`config.mk`:
```
export PLATFORM = sky130hd
export DESIGN_NAME = fpu_result_scoreboard
export DESIGN_NICKNAME = d
export VERILOG_FILES = /design/src/rtl/fpu_result_scoreboard.sv
export SDC_FILE = /design/constraint.sdc
export NUM_CORES = 2
export LEC_CHECK = 0
export CORE_MARGIN = 2
export CORE_UTILIZATION = 55
export DETAILED_ROUTE_END_ITERATION = 7
export PLACE_DENSITY = 0.84
export SETUP_SLACK_MARGIN = 0.02
export SYNTH_ARGS = -nofsm -noshare
export SYNTH_HDL_FRONTEND = slang
export SYNTH_SLANG_ARGS = --single-unit
```
`constraint.sdc`:
```
create_clock -name clk -period 21.7 [get_ports clk]
set_input_delay 6.51 -clock clk [delete_from_list [all_inputs] [get_ports clk]]
set_output_delay 6.51 -clock clk [all_outputs]
set_load 0.01 [all_outputs]
```
`src/rtl/fpu_result_scoreboard.sv`:
```
// In-order result scoreboard: queues reference results, compares them against
// RTL results under a ULP tolerance, keeps statistics and captures the first
// failing transaction.

package fpu_sb_pkg;
  typedef struct packed {
    logic        sign;
    logic [7:0]  expn;
    logic [22:0] frac;
  } real_t;
endpackage

module fpu_result_scoreboard
  import fpu_sb_pkg::*;
#(
  parameter int N_CH    = 3,
  parameter int DEPTH   = 16,
  parameter int ULP_TOL = 1,
  parameter int CNT_W   = 32
) (
  input  logic                          clk,
  input  logic                          rst,
  input  logic                          i_clr,
  input  logic                          i_ref_vld,
  input  real_t [N_CH-1:0]              i_ref,
  output logic                          o_ref_rdy,
  input  logic                          i_rtl_vld,
  input  real_t [N_CH-1:0]              i_rtl,
  output logic [$clog2(DEPTH):0]        o_level,
  output logic [CNT_W-1:0]              o_cmp_cnt,
  output logic [N_CH-1:0][CNT_W-1:0]    o_err_cnt,
  output logic [CNT_W-1:0]              o_unexp_cnt,
  output logic                          o_err,
  output logic [CNT_W-1:0]              o_first_idx,
  output logic [N_CH-1:0]               o_first_mask,
  output real_t [N_CH-1:0]              o_first_ref,
  output real_t [N_CH-1:0]              o_first_rtl
);

  localparam int AW = $clog2(DEPTH);
  localparam int LW = AW + 1;

  // Reference FIFO state
  real_t [N_CH-1:0]           r_mem [DEPTH];
  logic [AW-1:0]              r_wptr;
  logic [AW-1:0]              r_rptr;
  logic [LW-1:0]              r_level;

  // Pipeline registers
  logic                       r_s0_vld;
  logic                       r_s0_unexp;
  real_t [N_CH-1:0]           r_s0_ref;
  real_t [N_CH-1:0]           r_s0_rtl;
  logic                       r_s1_vld;
  logic [N_CH-1:0]            r_s1_mask;
  real_t [N_CH-1:0]           r_s1_ref;
  real_t [N_CH-1:0]           r_s1_rtl;

  // Statistics and capture
  logic [CNT_W-1:0]           r_cmp_cnt;
  logic [N_CH-1:0][CNT_W-1:0] r_err_cnt;
  logic [CNT_W-1:0]           r_unexp_cnt;
  logic                       r_err;
  logic [CNT_W-1:0]           r_first_idx;
  logic [N_CH-1:0]            r_first_mask;
  real_t [N_CH-1:0]           r_first_ref;
  real_t [N_CH-1:0]           r_first_rtl;

  logic                       w_push;
  logic                       w_pop;
  logic                       w_unexp;
  logic                       w_empty;
  logic [N_CH-1:0]            w_mask;

  // Handshake: the reference side transfers on a cycle where i_ref_vld and
  // o_ref_rdy are both high; o_ref_rdy does not depend on i_ref_vld. The RTL
  // side has no ready: every i_rtl_vld cycle consumes the FIFO head, or is
  // counted as unexpected when the FIFO is empty. A full FIFO still accepts a
  // push when the RTL side pops in the same cycle.
  assign w_empty   = (r_level == '0);
  assign o_ref_rdy = (r_level != LW'(DEPTH)) || i_rtl_vld;
  assign w_push    = i_ref_vld && o_ref_rdy;
  assign w_pop     = i_rtl_vld && !w_empty;
  assign w_unexp   = i_rtl_vld && w_empty;

  // Channel failure rule: specials need bitwise equality, otherwise the
  // sign-aware magnitude distance must stay within ULP_TOL.
  function automatic logic chan_fail(input real_t a, input real_t b);
    logic [30:0] ma;
    logic [30:0] mb;
    logic [31:0] d;
    ma = {a.expn, a.frac};
    mb = {b.expn, b.frac};
    if ((&a.expn) || (&b.expn)) begin
      chan_fail = (a != b);
    end else begin
      if (a.sign == b.sign) begin
        d = (ma >= mb) ? {1'b0, ma - mb} : {1'b0, mb - ma};
      end else begin
        d = {1'b0, ma} + {1'b0, mb};
      end
      chan_fail = (d > 32'(ULP_TOL));
    end
  endfunction

  function automatic logic [CNT_W-1:0] sat_inc(input logic [CNT_W-1:0] v);
    sat_inc = (&v) ? v : v + CNT_W'(1);
  endfunction

  // FIFO storage write; contents need no reset since the level gates reads
  always_ff @(posedge clk) begin
    if (w_push) begin
      r_mem[r_wptr] <= i_ref;
    end
  end

  // FIFO pointers and occupancy
  always_ff @(posedge clk) begin
    if (rst) begin
      r_wptr  <= '0;
      r_rptr  <= '0;
      r_level <= '0;
    end else begin
      if (w_push) r_wptr <= r_wptr + AW'(1);
      if (w_pop)  r_rptr <= r_rptr + AW'(1);
      case ({w_push, w_pop})
        2'b10:   r_level <= r_level + LW'(1);
        2'b01:   r_level <= r_level - LW'(1);
        default: r_level <= r_level;
      endcase
    end
  end

  // Stage 0 valid flags: popped transaction and unexpected arrival
  always_ff @(posedge clk) begin
    if (rst) begin
      r_s0_vld   <= 1'b0;
      r_s0_unexp <= 1'b0;
    end else begin
      r_s0_vld   <= w_pop;
      r_s0_unexp <= w_unexp;
    end
  end

  // Stage 0 operands: FIFO head and the RTL result
  always_ff @(posedge clk) begin
    if (w_pop) begin
      r_s0_ref <= r_mem[r_rptr];
      r_s0_rtl <= i_rtl;
    end
  end

  // Per-channel fail mask of the stage-0 transaction
  always_comb begin
    w_mask = '0;
    for (int c = 0; c < N_CH; c++) begin
      w_mask[c] = chan_fail(r_s0_ref[c], r_s0_rtl[c]);
    end
  end

  // Stage 1 valid flag
  always_ff @(posedge clk) begin
    if (rst) begin
      r_s1_vld <= 1'b0;
    end else begin
      r_s1_vld <= r_s0_vld;
    end
  end

  // Stage 1 mask and operands
  always_ff @(posedge clk) begin
    if (r_s0_vld) begin
      r_s1_mask <= w_mask;
      r_s1_ref  <= r_s0_ref;
      r_s1_rtl  <= r_s0_rtl;
    end
  end

  // Statistics, sticky error and first-failure capture; clear wins over update
  always_ff @(posedge clk) begin
    if (rst || i_clr) begin
      r_cmp_cnt    <= '0;
      r_err_cnt    <= '0;
      r_unexp_cnt  <= '0;
      r_err        <= 1'b0;
      r_first_idx  <= '0;
      r_first_mask <= '0;
      r_first_ref  <= '0;
      r_first_rtl  <= '0;
    end else begin
      if (r_s1_vld) begin
        r_cmp_cnt <= sat_inc(r_cmp_cnt);
        for (int c = 0; c < N_CH; c++) begin
          if (r_s1_mask[c]) r_err_cnt[c] <= sat_inc(r_err_cnt[c]);
        end
        if (|r_s1_mask) begin
          r_err <= 1'b1;
          if (!r_err) begin
            r_first_idx  <= r_cmp_cnt;
            r_first_mask <= r_s1_mask;
            r_first_ref  <= r_s1_ref;
            r_first_rtl  <= r_s1_rtl;
          end
        end
      end
      if (r_s0_unexp) begin
        r_unexp_cnt <= sat_inc(r_unexp_cnt);
        r_err       <= 1'b1;
      end
    end
  end

  assign o_level      = r_level;
  assign o_cmp_cnt    = r_cmp_cnt;
  assign o_err_cnt    = r_err_cnt;
  assign o_unexp_cnt  = r_unexp_cnt;
  assign o_err        = r_err;
  assign o_first_idx  = r_first_idx;
  assign o_first_mask = r_first_mask;
  assign o_first_ref  = r_first_ref;
  assign o_first_rtl  = r_first_rtl;

endmodule

```
== Word level (Yosys, flattened, before mapping) ==
Memories as Yosys holds them, arrays and structs flattened. A register that Yosys moved wholly into a read port is not among the register bits.
Cells that the tools add are included.
Cells by class
  add/sub/neg operators: 18
  order comparisons: 6
  eq/ne operators: 9
  muxes and demuxes: 18
  bitwise logic cells: 6
  reductions and logical operators: 32
Operators with widths (number)
  $mux W32: 6
  $sub A31 B31 Y31: 6
  $add A32 B1 Y32 const B: 5
  $reduce_and A32 Y1: 5
  $add A31 B31 Y32: 3
  $gt A32 B1 Y1 const B: 3
  $ne A32 B32 Y1: 3
  $ge A31 B31 Y1: 3
  $mux W31: 3
  $reduce_and A8 Y1: 6
  $reduce_and A3 Y1: 4
  $pmux W5 S2: 1
  $add A4 B1 Y4 const B: 2
  $mux W1: 8
  $not A1 Y1: 6
  $reduce_and A2 Y1: 3
  $reduce_bool A2 Y1: 3
  $add A5 B1 Y5 const B: 1
  $logic_not A5 Y1: 1
  $logic_or A1 B1 Y1: 5
  $ne A5 B5 Y1 const B: 1
  $sub A5 B1 Y5 const B: 1
  $eq A1 B1 Y1: 3
  $logic_and A1 B1 Y1: 3
  other kinds (4): 4
Word-level totals
  register bits: 695
  RAM bits: 1536
  input bits: 197
  output and inout port bits: 394
  word-level logic and storage cells: 150
  memories: 1
Memories
  r_mem: depth 16, width 96, read ports 1, clocked after Yosys merged registers in 1, write ports 1, line 44  | real_t [N_CH-1:0] r_mem [DEPTH];

== Logic depth before layout (Yosys ltp) ==
  depth in word-level cells: 6
  mapped depth: 17
  gate-level depth less buffers: 16

== Worst setup path before layout ==
OpenSTA, ideal clock, no wires.
  path type: input to register
  from: input port i_rtl_vld
  to: memory r_mem[3][0] in the netlist's numbering, enable pin
  setup time: 668 ps
  arrival: 13704 ps
  required time: 21032 ps
  slack: 7328 ps
  cell stages on the path: 5
  buffers on the path: 1
  cells stage by stage: or3b_2 -> and2_1 -> clkbuf_1 -> nand2_1 -> nor3_1
On the way
  word-level cells in the longest chain between the ends: 4
Ends and longest elaborated chain
  start: declaration: line 27  | input logic i_rtl_vld,
  $logic_or A1 B1 Y1: line 81  | assign o_ref_rdy = (r_level != LW'(DEPTH)) || i_rtl_vld;
  $logic_and A1 B1 Y1: line 82  | assign w_push = i_ref_vld && o_ref_rdy;
  $mux W1: line 112  | if (w_push) begin
  $mux W1 (not written as such): line 113  | r_mem[r_wptr] <= i_ref;
  end: declaration: line 44
No other way between the ends.

== Worst setup path in the final report ==
  from: input port i_rtl_vld
  to: output port o_ref_rdy
On the way
  word-level cells in the longest chain between the ends: 1
Ends and longest elaborated chain
  $logic_or A1 B1 Y1: line 81
  end: declaration: line 26  | output logic o_ref_rdy,
No other way between the ends.

==> flow_metrics.py <==
metrics = {
    "drt": {
        "viasPerCell": 6.63,
        "drc_errors": 0,
        "wirelength_um": 320000,
        "first_iter_violations": 9666,
        "wl_per_cell_um": 31.6,
        "detailroute.via_count": 67100,
        "ant_nets": 1,
        "drtPass1Iterations": 6,
    },
    "critical_path": {
        "path_cells": "clkdlybuf4s50_1, or3b_2, clkdlybuf4s50_1",
        "path_class": "in2out",
        "required_ns": 15.19,
        "start_kind": "primary input",
        "rr_startpoint": "r_s0_ref[87]$_DFFE_PP_",
        "crit_fanout": 3,
        "critPathSlowestCell": "clkdlybuf4s50_1",
        "cpPeakStageDelay_ns": 0.53,
        "path_common_cell": "clkdlybuf4s50_1",
        "worstPathBufferInverterCount": 2,
        "startpoint": "i_rtl_vld",
        "cp_top_family": "buffers and inverters",
        "endpoint_kind": "primary output",
        "cp.arrival_ns": 8.01,
    },
    "power_and_ir_drop": {
        "intPower_mw": 9.14,
        "irDropWorstVdd_v": 0.0000945,
        "seqPwrFrac_pct": 39.5,
        "p_clk_share_pct": 27.0,
        "switchingPower_mw": 5.26,
        "pwr-share-comb_pct": 33.5,
        "power_mw": 14.4,
        "leakage_nw": 38.1,
        "swShare_pct": 36.5,
        "pwr_density_cell_nw_per_um2": 123,
    },
    "sta": {
        "slew_viol_final": 0,
        "hold_viol_final": 0,
        "max_freq_mhz": 68.9,
        "fin_crit_sh_pct": 66.9,
        "setup_violations": 0,
        "tightest_slew_ns": 1.26,
        "finClkSkew_ns": 0.0602,
        "timing.slew.headroom_pct": 16.1,
        "period_minus_slack_ns": 14.52,
        "tns_ns": 0,
        "rsz0062_at_grt": "no",
    },
    "synth": {
        "yosysTopAreaCell": "edfxtp_1",
        "syn_area_per_cell_um2": 14.5,
        "syn_inst": 6955,
        "yosys-top-cells-area": "edfxtp_1 57%, mux4_2 11%, dfxtp_1 8.0%, ha_1 3.6%, a21oi_1 2.8%",
        "ys_ff_latch": 2327,
        "synth_area_um2": 101000,
        "syn-num-nets": 7452,
        "synth_top_area_share_pct": 57.2,
        "synthArstFlopShare_pct": 0,
        "yosysSeqAreaShare_pct": 65.2,
        "synth_warnings": 0,
        "yosysMostFrequentCell": "edfxtp_1",
        "synth_common_cells": "1923 x edfxtp_1, 652 x nand2_1, 570 x a21oi_1, 480 x mux4_2, 458 x nor2_1",
        "synth_enable_flop_cells": 1923,
        "ys.flop_type": "edfxtp_1",
        "synth.distinct_cells": 101,
    },
    "worst_hold_path": {
        "hp-class": "reg2reg",
        "min_from": "o_first_rtl[85]$_SDFFE_PP0P_",
    },
    "die": {
        "row_count": 157,
        "die_area_um2": 187000,
        "start_util_pct": 55.3,
        "die_x_um": 432,
        "coreArea_um2": 183000,
        "die_h_um": 432,
        "io_pins": 591,
    },
    "clocking": {
        "clkSlewWorstSetupHoldPaths_ns": 0.06,
        "htree_levels": 4,
        "cts_setup_buffers": 0,
        "hold_buffers": 0,
        "cts_resized": 0,
        "cts_made_buffers": 218,
        "clockBufferDepth": 3,
        "clk_latency_ns": 0.91,
        "cts.sinks": 2327,
        "cts_tree": "done",
        "clock-root-buffer": "clkbuf_16",
    },
    "final_layout": {
        "nets": 8015,
        "final_cell_area_um2": 117000,
        "drive_above_1_share_pct": 12.5,
        "finalNonFillerCells": 10100,
        "syn_to_final_growth_pct": 15.5,
        "fin_util_pct": 63.8,
    },
    "placed_design": {
        "placed_cells": 9683,
        "hpwl_um": 197000,
        "postPlaceCellArea_um2": 109000,
        "gp_congestion": 0.975,
        "numPortBuffers": 590,
    },
    "grt": {
        "grt-ovfl-total": 0,
        "track_usage_pct": 33.6,
        "antenna_found_initial": 54,
        "grt_max_degree": 105,
        "grt_pass1_vias": 65800,
        "grt_pass1_wl_um": 459000,
    },
    "run_status": {
        "status": "complete, but fails checks",
        "violations": "antenna violations",
    },
    "flow_run": {
        "drv_cap": 0,
    },
}
-- worst paths after layout --
kind	to	slack, ns	cells after the start
min	o_first_rtl[85]$_SDFFE_PP0P_	0.45	2
max	o_ref_rdy	7.18	3
min reg2reg	o_first_rtl[85]$_SDFFE_PP0P_	0.45	2
max reg2reg	r_s1_mask[2]$_DFFE_PP_	15.99	15
-- routing by layer --
metal / part of all wire (%) / vias to the layer above / wire length [µm] / GRT usage (%)
met5: 0.020 / - / 65 / 0
met4: 6.4 / 12 / 20500 / 19.1
met3: 10 / 949 / 32100 / 6.48
met1: 35 / 33500 / 113000 / 42.7
li1: - / 27600 / - / -
met2: 48 / 5030 / 154000 / 54.4
-- cell type report --
| type | count | area (µm²) |
|---|---|---|
| inverters | 297 | 1120 |
| fillers | 12100 | 66100 |
| diodes | 43 | 108 |
| repair buffers | 675 | 6560 |
| multi-input cells | 3999 | 32900 |
| well taps | 2385 | 2980 |
| clock inverters | 117 | 1270 |
| flip-flops and latches | 2327 | 65900 |
| clock buffers | 290 | 5880 |
-- sequential cells by signal, indices dropped and copies added (netlist names), 4 cells and up --
name and count:
r_rptr 4, o_err_cnt 96, o_level 5, r_s0_ref 96
o_first_ref 96, r_mem 1536, o_first_idx 32, r_s1_ref 96
o_cmp_cnt 32, r_s1_rtl 96, o_unexp_cnt 32, r_s0_rtl 96
r_wptr 4, o_first_rtl 96
-- metrics by stage --
step | hold WS (ns) | setup WS (ns)
floorplan | 0.471 | 7.33
global placement | 0.442 | 7.25
detailed placement | 0.446 | 7.22
CTS | 0.455 | 7.19
global route | 0.466 | 7.18
finish | 0.450 | 7.18
-- cell usage in the layout (no fill, tap or decap), types with 218 or more instances in the layout --
cell type / count
dfxtp_1: 399
mux4_2: 480
ha_1: 290
inv_1: 288
a21oi_1: 570
clkdlybuf4s50_1: 590
edfxtp_1: 1923
clkbuf_16: 218
nand2_1: 652
nor2_1: 443
-- power by group through the flow --
stage	clock (mW)	combinational (mW)	sequential, mW
6_report	3.89	4.81	5.69
5_1_grt	4.06	5.16	5.69
4_1_cts	3.90	4.69	5.66
3_5_place_dp	0	4.62	5.74
3_3_place_gp	0	4.55	5.72
2_1_floorplan	0	3.34	5.59
-- cells by family (layout without fill, tap and decap cells) --
group,count (synthesis),count (layout),share of synthesized area [%]
fa+ha+maj,300,300,3.79
buf+inv,629,1379,2.40
mux,510,510,11.0
flops,2327,2327,65.2
simple gates,1678,1678,7.54
xor+xnor,304,304,2.64
compound gates,1207,1207,7.41
other cells,0,43,0
-- worst register-to-register path, cell delays in order (launching register included) --
cell and delay, ns:
edfxtp_1 0.71, inv_1 0.11, ha_1 0.66, nand4_1 0.33
or4_1 0.64, nand4b_4 0.22, o211ai_2 0.19, or2_1 0.34
buf_4 0.29, mux2i_1 0.45, xnor2_1 0.17, nor2_1 0.05
or4_1 0.54, or3_1 0.39, nor4_2 0.19, a21oi_1 0.14
(Power assumes the default switching activity.)
